### src/rtl/ysyx_22040759_exe_mdu.sv
// Execute stage with an iterative multiply/divide unit.
// Single-cycle ALU ops; MUL/MULHU shift-add and DIV/DIVU/REM/REMU restoring
// division run over XLEN cycles and hold off decode until the result is done.
// Optional feature macro: YSYX_22040759_DIV_EN enables the divider. Without it,
// ops 12-15 finish in one cycle and return 0.
module ysyx_22040759_exe_mdu #(
    parameter int XLEN  = 64,
    parameter int CNT_W = $clog2(XLEN) + 1
) (
    input  logic            clk,
    input  logic            rst_n,
    input  logic            flush,
    input  logic            ds_to_es_valid,
    output logic            es_allowin,
    input  logic [3:0]      in_op,
    input  logic [XLEN-1:0] in_src1,
    input  logic [XLEN-1:0] in_src2,
    input  logic [4:0]      in_rs1,
    input  logic [4:0]      in_rs2,
    input  logic [4:0]      in_rd,
    input  logic            in_wen,
    input  logic [XLEN-1:0] in_pc,
    input  logic [1:0]      ForwardA,
    input  logic [1:0]      ForwardB,
    input  logic [XLEN-1:0] ms_fwd_data,
    input  logic [XLEN-1:0] ws_fwd_data,
    output logic [4:0]      es_rs1,
    output logic [4:0]      es_rs2,
    input  logic            ms_allowin,
    output logic            es_to_ms_valid,
    output logic [XLEN-1:0] es_result,
    output logic [4:0]      es_rd,
    output logic            es_wen,
    output logic [XLEN-1:0] es_pc,
    output logic            es_busy
);
    localparam int SH_W = $clog2(XLEN);

    typedef enum logic [1:0] {IDLE, RUN, DONE} mdu_state_t;

    mdu_state_t      state;
    logic [CNT_W-1:0] cnt;
    logic            es_valid, es_ready_go, load, is_mdu;
    logic [3:0]      op_r;
    logic [XLEN-1:0] src1_r, src2_r, op_a, op_b;
    logic [XLEN-1:0] acc, lo, dvs;
    logic [XLEN-1:0] alu_res, mdu_res;
    logic [XLEN:0]   mul_sum;

    assign es_ready_go    = is_mdu ? (state == DONE) : 1'b1;
    assign es_allowin     = !es_valid || (es_ready_go && ms_allowin);
    assign es_to_ms_valid = es_valid && es_ready_go;
    assign load           = ds_to_es_valid && es_allowin && !flush;
    assign es_busy        = (state == RUN);

    // Pipeline payload register; flush wins over a simultaneous load
    always_ff @(posedge clk or negedge rst_n) begin
        if (!rst_n) begin
            es_valid <= 1'b0;
            op_r     <= '0;
            src1_r   <= '0;
            src2_r   <= '0;
            es_rs1   <= '0;
            es_rs2   <= '0;
            es_rd    <= '0;
            es_wen   <= 1'b0;
            es_pc    <= '0;
        end else if (flush) begin
            es_valid <= 1'b0;
        end else if (load) begin
            es_valid <= 1'b1;
            op_r     <= in_op;
            src1_r   <= in_src1;
            src2_r   <= in_src2;
            es_rs1   <= in_rs1;
            es_rs2   <= in_rs2;
            es_rd    <= in_rd;
            es_wen   <= in_wen;
            es_pc    <= in_pc;
        end else if (es_allowin) begin
            es_valid <= 1'b0;
        end
    end

    // Operand forwarding, re-evaluated every cycle; 11 falls back to the latched operand
    always_comb begin
        case (ForwardA)
            2'b10:   op_a = ms_fwd_data;
            2'b01:   op_a = ws_fwd_data;
            default: op_a = src1_r;
        endcase
        case (ForwardB)
            2'b10:   op_b = ms_fwd_data;
            2'b01:   op_b = ws_fwd_data;
            default: op_b = src2_r;
        endcase
    end

    // Single-cycle ALU; ops without hardware fall through to 0
    always_comb begin
        case (op_r)
            4'd0:    alu_res = op_a + op_b;
            4'd1:    alu_res = op_a - op_b;
            4'd2:    alu_res = op_a & op_b;
            4'd3:    alu_res = op_a | op_b;
            4'd4:    alu_res = op_a ^ op_b;
            4'd5:    alu_res = {{(XLEN-1){1'b0}}, $signed(op_a) < $signed(op_b)};
            4'd6:    alu_res = {{(XLEN-1){1'b0}}, op_a < op_b};
            4'd7:    alu_res = op_a << op_b[SH_W-1:0];
            4'd8:    alu_res = op_a >> op_b[SH_W-1:0];
            4'd9:    alu_res = $unsigned($signed(op_a) >>> op_b[SH_W-1:0]);
            default: alu_res = '0;
        endcase
    end

    // One shift-add multiply step: acc holds the product high half, lo the multiplier/low half
    assign mul_sum = {1'b0, acc} + (lo[0] ? {1'b0, dvs} : {(XLEN+1){1'b0}});

`ifdef YSYX_22040759_DIV_EN
    localparam logic [XLEN-1:0] MIN_NEG = {1'b1, {(XLEN-1){1'b0}}};
    logic            is_div, is_sdiv, a_neg, b_neg, div0, ovf, ge, neg_q, neg_r;
    logic [XLEN-1:0] a_mag, b_mag;
    logic [XLEN:0]   shifted, diff;

    assign is_mdu  = op_r[3] && (op_r[2] || op_r[1]);
    assign is_div  = op_r[3] && op_r[2];
    assign is_sdiv = is_div && !op_r[0];
    assign a_neg   = is_sdiv && op_a[XLEN-1];
    assign b_neg   = is_sdiv && op_b[XLEN-1];
    assign a_mag   = a_neg ? -op_a : op_a;
    assign b_mag   = b_neg ? -op_b : op_b;
    assign div0    = (op_b == '0);
    assign ovf     = is_sdiv && (op_a == MIN_NEG) && (op_b == '1);
    // Restoring step: acc is the partial remainder, lo shifts dividend out and quotient in
    assign shifted = {acc, lo[XLEN-1]};
    assign diff    = shifted - {1'b0, dvs};
    assign ge      = (shifted >= {1'b0, dvs});

    // MDU result selection with sign fix-up applied on the way out
    always_comb begin
        case (op_r)
            4'd10:       mdu_res = lo;
            4'd11:       mdu_res = acc;
            4'd12, 4'd13: mdu_res = neg_q ? -lo : lo;
            default:     mdu_res = neg_r ? -acc : acc;
        endcase
    end

    // MDU control and datapath; special divide cases jump straight to DONE
    always_ff @(posedge clk or negedge rst_n) begin
        if (!rst_n) begin
            state <= IDLE;
            cnt   <= '0;
            acc   <= '0;
            lo    <= '0;
            dvs   <= '0;
            neg_q <= 1'b0;
            neg_r <= 1'b0;
        end else if (flush) begin
            state <= IDLE;
            cnt   <= '0;
        end else begin
            case (state)
                IDLE: if (es_valid && is_mdu) begin
                    cnt <= '0;
                    if (!is_div) begin
                        acc   <= '0;
                        lo    <= op_a;
                        dvs   <= op_b;
                        neg_q <= 1'b0;
                        neg_r <= 1'b0;
                        state <= RUN;
                    end else if (div0) begin
                        acc   <= op_a;
                        lo    <= '1;
                        neg_q <= 1'b0;
                        neg_r <= 1'b0;
                        state <= DONE;
                    end else if (ovf) begin
                        acc   <= '0;
                        lo    <= MIN_NEG;
                        neg_q <= 1'b0;
                        neg_r <= 1'b0;
                        state <= DONE;
                    end else begin
                        acc   <= '0;
                        lo    <= a_mag;
                        dvs   <= b_mag;
                        neg_q <= a_neg ^ b_neg;
                        neg_r <= a_neg;
                        state <= RUN;
                    end
                end
                RUN: begin
                    if (is_div) begin
                        acc <= ge ? diff[XLEN-1:0] : shifted[XLEN-1:0];
                        lo  <= {lo[XLEN-2:0], ge};
                    end else begin
                        acc <= mul_sum[XLEN:1];
                        lo  <= {mul_sum[0], lo[XLEN-1:1]};
                    end
                    if (cnt == CNT_W'(XLEN-1)) begin
                        cnt   <= '0;
                        state <= DONE;
                    end else begin
                        cnt <= cnt + 1'b1;
                    end
                end
                default: if (es_to_ms_valid && ms_allowin) state <= IDLE;
            endcase
        end
    end
`else
    assign is_mdu  = (op_r[3:1] == 3'b101);
    assign mdu_res = op_r[0] ? acc : lo;

    // Multiply-only MDU control and datapath
    always_ff @(posedge clk or negedge rst_n) begin
        if (!rst_n) begin
            state <= IDLE;
            cnt   <= '0;
            acc   <= '0;
            lo    <= '0;
            dvs   <= '0;
        end else if (flush) begin
            state <= IDLE;
            cnt   <= '0;
        end else begin
            case (state)
                IDLE: if (es_valid && is_mdu) begin
                    cnt   <= '0;
                    acc   <= '0;
                    lo    <= op_a;
                    dvs   <= op_b;
                    state <= RUN;
                end
                RUN: begin
                    acc <= mul_sum[XLEN:1];
                    lo  <= {mul_sum[0], lo[XLEN-1:1]};
                    if (cnt == CNT_W'(XLEN-1)) begin
                        cnt   <= '0;
                        state <= DONE;
                    end else begin
                        cnt <= cnt + 1'b1;
                    end
                end
                default: if (es_to_ms_valid && ms_allowin) state <= IDLE;
            endcase
        end
    end
`endif

    // Result is forced to 0 when the stage holds nothing
    assign es_result = es_valid ? (is_mdu ? mdu_res : alu_res) : '0;

endmodule

### config.mk
export PLATFORM = sky130hd
export DESIGN_NAME = ysyx_22040759_exe_mdu
export DESIGN_NICKNAME = d
export VERILOG_FILES = /design/src/rtl/ysyx_22040759_exe_mdu.sv
export SDC_FILE = /design/constraint.sdc
export NUM_CORES = 2
export LEC_CHECK = 0
export CORE_UTILIZATION = 45
export DETAILED_ROUTE_END_ITERATION = 7
export PLACE_DENSITY = 0.69
export SYNTH_ARGS = -nofsm -noshare
export SYNTH_HDL_FRONTEND = slang
export SYNTH_SLANG_ARGS = --single-unit
### constraint.sdc
create_clock -name clk -period 8.1 [get_ports clk]
set_clock_uncertainty 0.05 [all_clocks]
set_input_delay 1.62 -clock clk [delete_from_list [all_inputs] [get_ports clk]]
set_output_delay 1.62 -clock clk [all_outputs]
set_load 0.02 [all_outputs]
==> results.sh <==
export IMPL_drcViolationCount=0
export IMPL_syn_inst=5407
export IMPL_path_clk_slew_ps=60
export IMPL_synth_area_top_cells="dfrtp_1 24%, mux2i_1 9.4%, ha_1 7.7%, mux2_2 6.8%, o21ai_0 5.5%"
export IMPL_rsz0062_at_grt="true"
export IMPL_slew_viol_final=0
export IMPL_die_w_microns=311
export IMPL_ir_drop_mv=0.218
export IMPL_internal_power_mw=8.04
export IMPL_p_seq_share_pct=18.9
export IMPL_path_buf_inv=8
export IMPL_crit_required_ps=6430
export IMPL_cts_buffer_depth=3
export IMPL_finalSetupViolations=4
export IMPL_ys_ff_latch=414
export IMPL_grt_pass1_wl_microns=358000
export IMPL_cts_tree="built"
export IMPL_ctsHtreeMaxLevel=2
export IMPL_crit_chain="dlygate4sd2_1 > buf_4 > ha_4 > buf_6 > a221o_1 > and2_4 > buf_4 > buf_4 > mux2i_1 > buf_4 > nand2_1 > a31oi_1 > mux2i_1 > buf_4 > o22ai_1 > o211ai_1 > a211o_1 > dlygate4sd2_1"
export IMPL_yosysSeqAreaShare_pct=24.1
export IMPL_stdcell_area_sq_um=60900
export IMPL_core_area_sq_um=94900
export IMPL_cp_end_kind="output pin"
export IMPL_wl_per_cell_microns=30.7
export IMPL_drt_iter0_drc=8168
export IMPL_cts_made_buffers=47
export IMPL_grt_max_degree=195
export IMPL_grt_pass1_vias=50800
export IMPL_pwr_share_comb_pct=66.9
export IMPL_cp_common_cell="buf_4"
export IMPL_synth_main_ff_cell="dfrtp_1"
export IMPL_synth_area_sq_um=43000
export IMPL_grt_usage_pct=50.2
export IMPL_ant_nets=0
export IMPL_synth_distinct_cells=107
export IMPL_antenna_found_initial=29
export IMPL_crit_type="in -> out"
export IMPL_finalPower_mw=15.2
export IMPL_insertion_delay_ps=630
export IMPL_ctsRootBufferMaster="clkbuf_16"
export IMPL_dieArea_sq_um=96900
export IMPL_cp_slowest_cell="buf_4"
export IMPL_synth_most_common_cell="nand2_1"
export IMPL_slew_headroom_pct=20.3
export IMPL_numPortBuffers=495
export IMPL_io_pins=496
export IMPL_rows=113
export IMPL_gp_congestion=1.21
export IMPL_pwr_density_cell_nw_per_um2=250
export IMPL_dp_slack_ps=-860
export IMPL_fmax_mhz=121
export IMPL_sw_frac_of_total_pct=47.2
export IMPL_critPathLaunchType="input port"
export IMPL_power_frac_clock_pct=14.1
export IMPL_dp_hpwl_microns=201000
export IMPL_clkSinkCount=414
export IMPL_via_per_inst=6.47
export IMPL_die_height_microns=311
export IMPL_syn_nets=6025
export IMPL_vias=53400
export IMPL_final_nets=7544
export IMPL_hp_start="dvs[41]"
export IMPL_synth_commonest_cells="529 x nand2_1, 478 x nor2_1, 477 x o21ai_0"
export IMPL_critical_path_startpoint="ForwardB[1]"
export IMPL_min_period_ps=8240
export IMPL_synth_edf_count=0
export IMPL_slowest_delay_ps=590
export IMPL_crit_fanout=43
export IMPL_crit_arrival_ps=6570
export IMPL_async_flop_share_pct=100
export IMPL_synth_top_cell_area_share_pct=24.1
export IMPL_final_period_utilization_pct=102
export IMPL_worst_slew_pin_transition_ps=1190
export IMPL_status="complete, but fails checks"
export IMPL_start_util_pct=45.4
export IMPL_placed_cell_area_sq_um=58200
export IMPL_p_sw_mw=7.20
export IMPL_drv_cap=0
export IMPL_r2r_start="lo[0]"
export IMPL_postRouteWirelength_microns=253000
export IMPL_violations="negative setup slack"
export IMPL_critPathTopFamily="buffers and inverters"
export IMPL_drive_gt1_share_pct=28.3
export IMPL_drt_pass1_iter_count=8
export IMPL_cts_hold_buf=0
export IMPL_grt_overflow_total=0
export IMPL_worst_slack_ps=-137
export IMPL_worstHoldPathType="reg -> reg"
export IMPL_area_delta_synth_final_pct=41.5
export IMPL_ys_warn_count=0
export IMPL_hold_viol=0
export IMPL_power_leakage_nw=28.2
export IMPL_synth_area_leader_cell="dfrtp_1"
export IMPL_avgSynthCellArea_sq_um=7.96
## cells in the final DEF (no fill, tap or decap), types with 252 or more instances in the layout
cell / instances
o21ai_0: 456
nor2_1: 464
mux2_2: 259
buf_4: 1372
ha_1: 252
dfrtp_1: 413
a21oi_1: 425
nand2_1: 528
clkdlybuf4s50_1: 428
mux2i_1: 402
## worst paths after layout
path | slack [ps] | to | cells past startpoint
max reg2reg | 2720 | acc[54] | 14
min | 420 | dvs[41] | 2
min in group asynchronous | 980 | acc[17] | 1
max | -140 | es_result[55] | 18
max in group asynchronous | 5540 | op_r[0] | 2
min reg2reg | 420 | dvs[41] | 2
## power by group through the flow
stage / Clock, mW / Sequential (mW) / Combinational [mW]
after floorplan: 0 / 2.85 / 4.21
after global placement: 0 / 2.86 / 9.32
after detailed placement: 0 / 2.89 / 9.39
after CTS: 2.17 / 2.86 / 9.56
after global routing: 2.24 / 2.93 / 10.5
final: 2.15 / 2.89 / 10.2
## cell type report
cell class	count	area, sq um
Inverter	223	843
Tap cell	1265	1580
Antenna cell	19	47.5
Multi-Input combinational cell	4377	31000
Clock buffer	65	1320
Clock inverter	17	185
Sequential cell	414	10400
Fill cell	8074	34000
Timing Repair Buffer	1863	15500
## metal layers
layer,up-vias,track usage [%],part of all wire [%]
li1,22900,-,-
met1,25700,67.1,40
met2,3985,71.4,40
met3,757,18.0,14
met4,10,23.5,6.0
met5,-,0,0.026
## registers in the layout (all words and copies together), names as in the netlist, 4 cells and up
| name | count |
|---|---|
| acc | 64 |
| dvs | 64 |
| es_pc | 64 |
| lo | 64 |
| src1_r | 64 |
| src2_r | 64 |
| cnt | 7 |
| es_rd | 5 |
| es_rs1 | 5 |
| es_rs2 | 5 |
| op_r | 4 |
## worst register-to-register path: cells and delay by family, from the launching register on
| family | cells | cell delay (ps) |
|---|---|---|
| AND/OR/NAND/NOR | 2 | 340 |
| flip-flops | 1 | 360 |
| AO/OA/AOI/OAI | 9 | 3670 |
| adder cells (fa/ha/maj) | 1 | 400 |
| buffers and inverters | 1 | 280 |
| XOR/XNOR | 1 | 160 |
## cells by family (layout without fill, tap and decap cells)
logic type                 after synthesis  in the layout  share of synthesized area (%)
and+or+nand+nor                       1482           1482                           15.5
AOI/OAI and AO/OA                     1835           1835                           27.4
DFF                                    414            414                           24.1
xor gates and xnor gates               114            114                           2.32
muxes                                  677            677                           16.9
buffers and inverters                  616           2168                           5.90
adders and majority gates              269            269                           7.87
other                                    0             19                              0
## per-stage QoR
stage	TNS (ps)	cells	hold WS, ps	utilization, %
2_1_floorplan	0	5407	392	-
6_report	-174	8243	422	64.2
5_1_grt	-680	8240	450	64.2
3_3_place_gp	-16430	8110	403	61.3
3_5_place_dp	-19690	8110	412	61.3
4_1_cts	0	8216	424	63.5
## timing repair
item	in CTS	in global routing
endpoints found under the hold margin	0	0
gates cloned	2	1
pin swaps	26	26
gates resized for setup	108	122
setup endpoints to repair	54	43
setup buffers	22	6
Power figures use the tool's default switching activity.
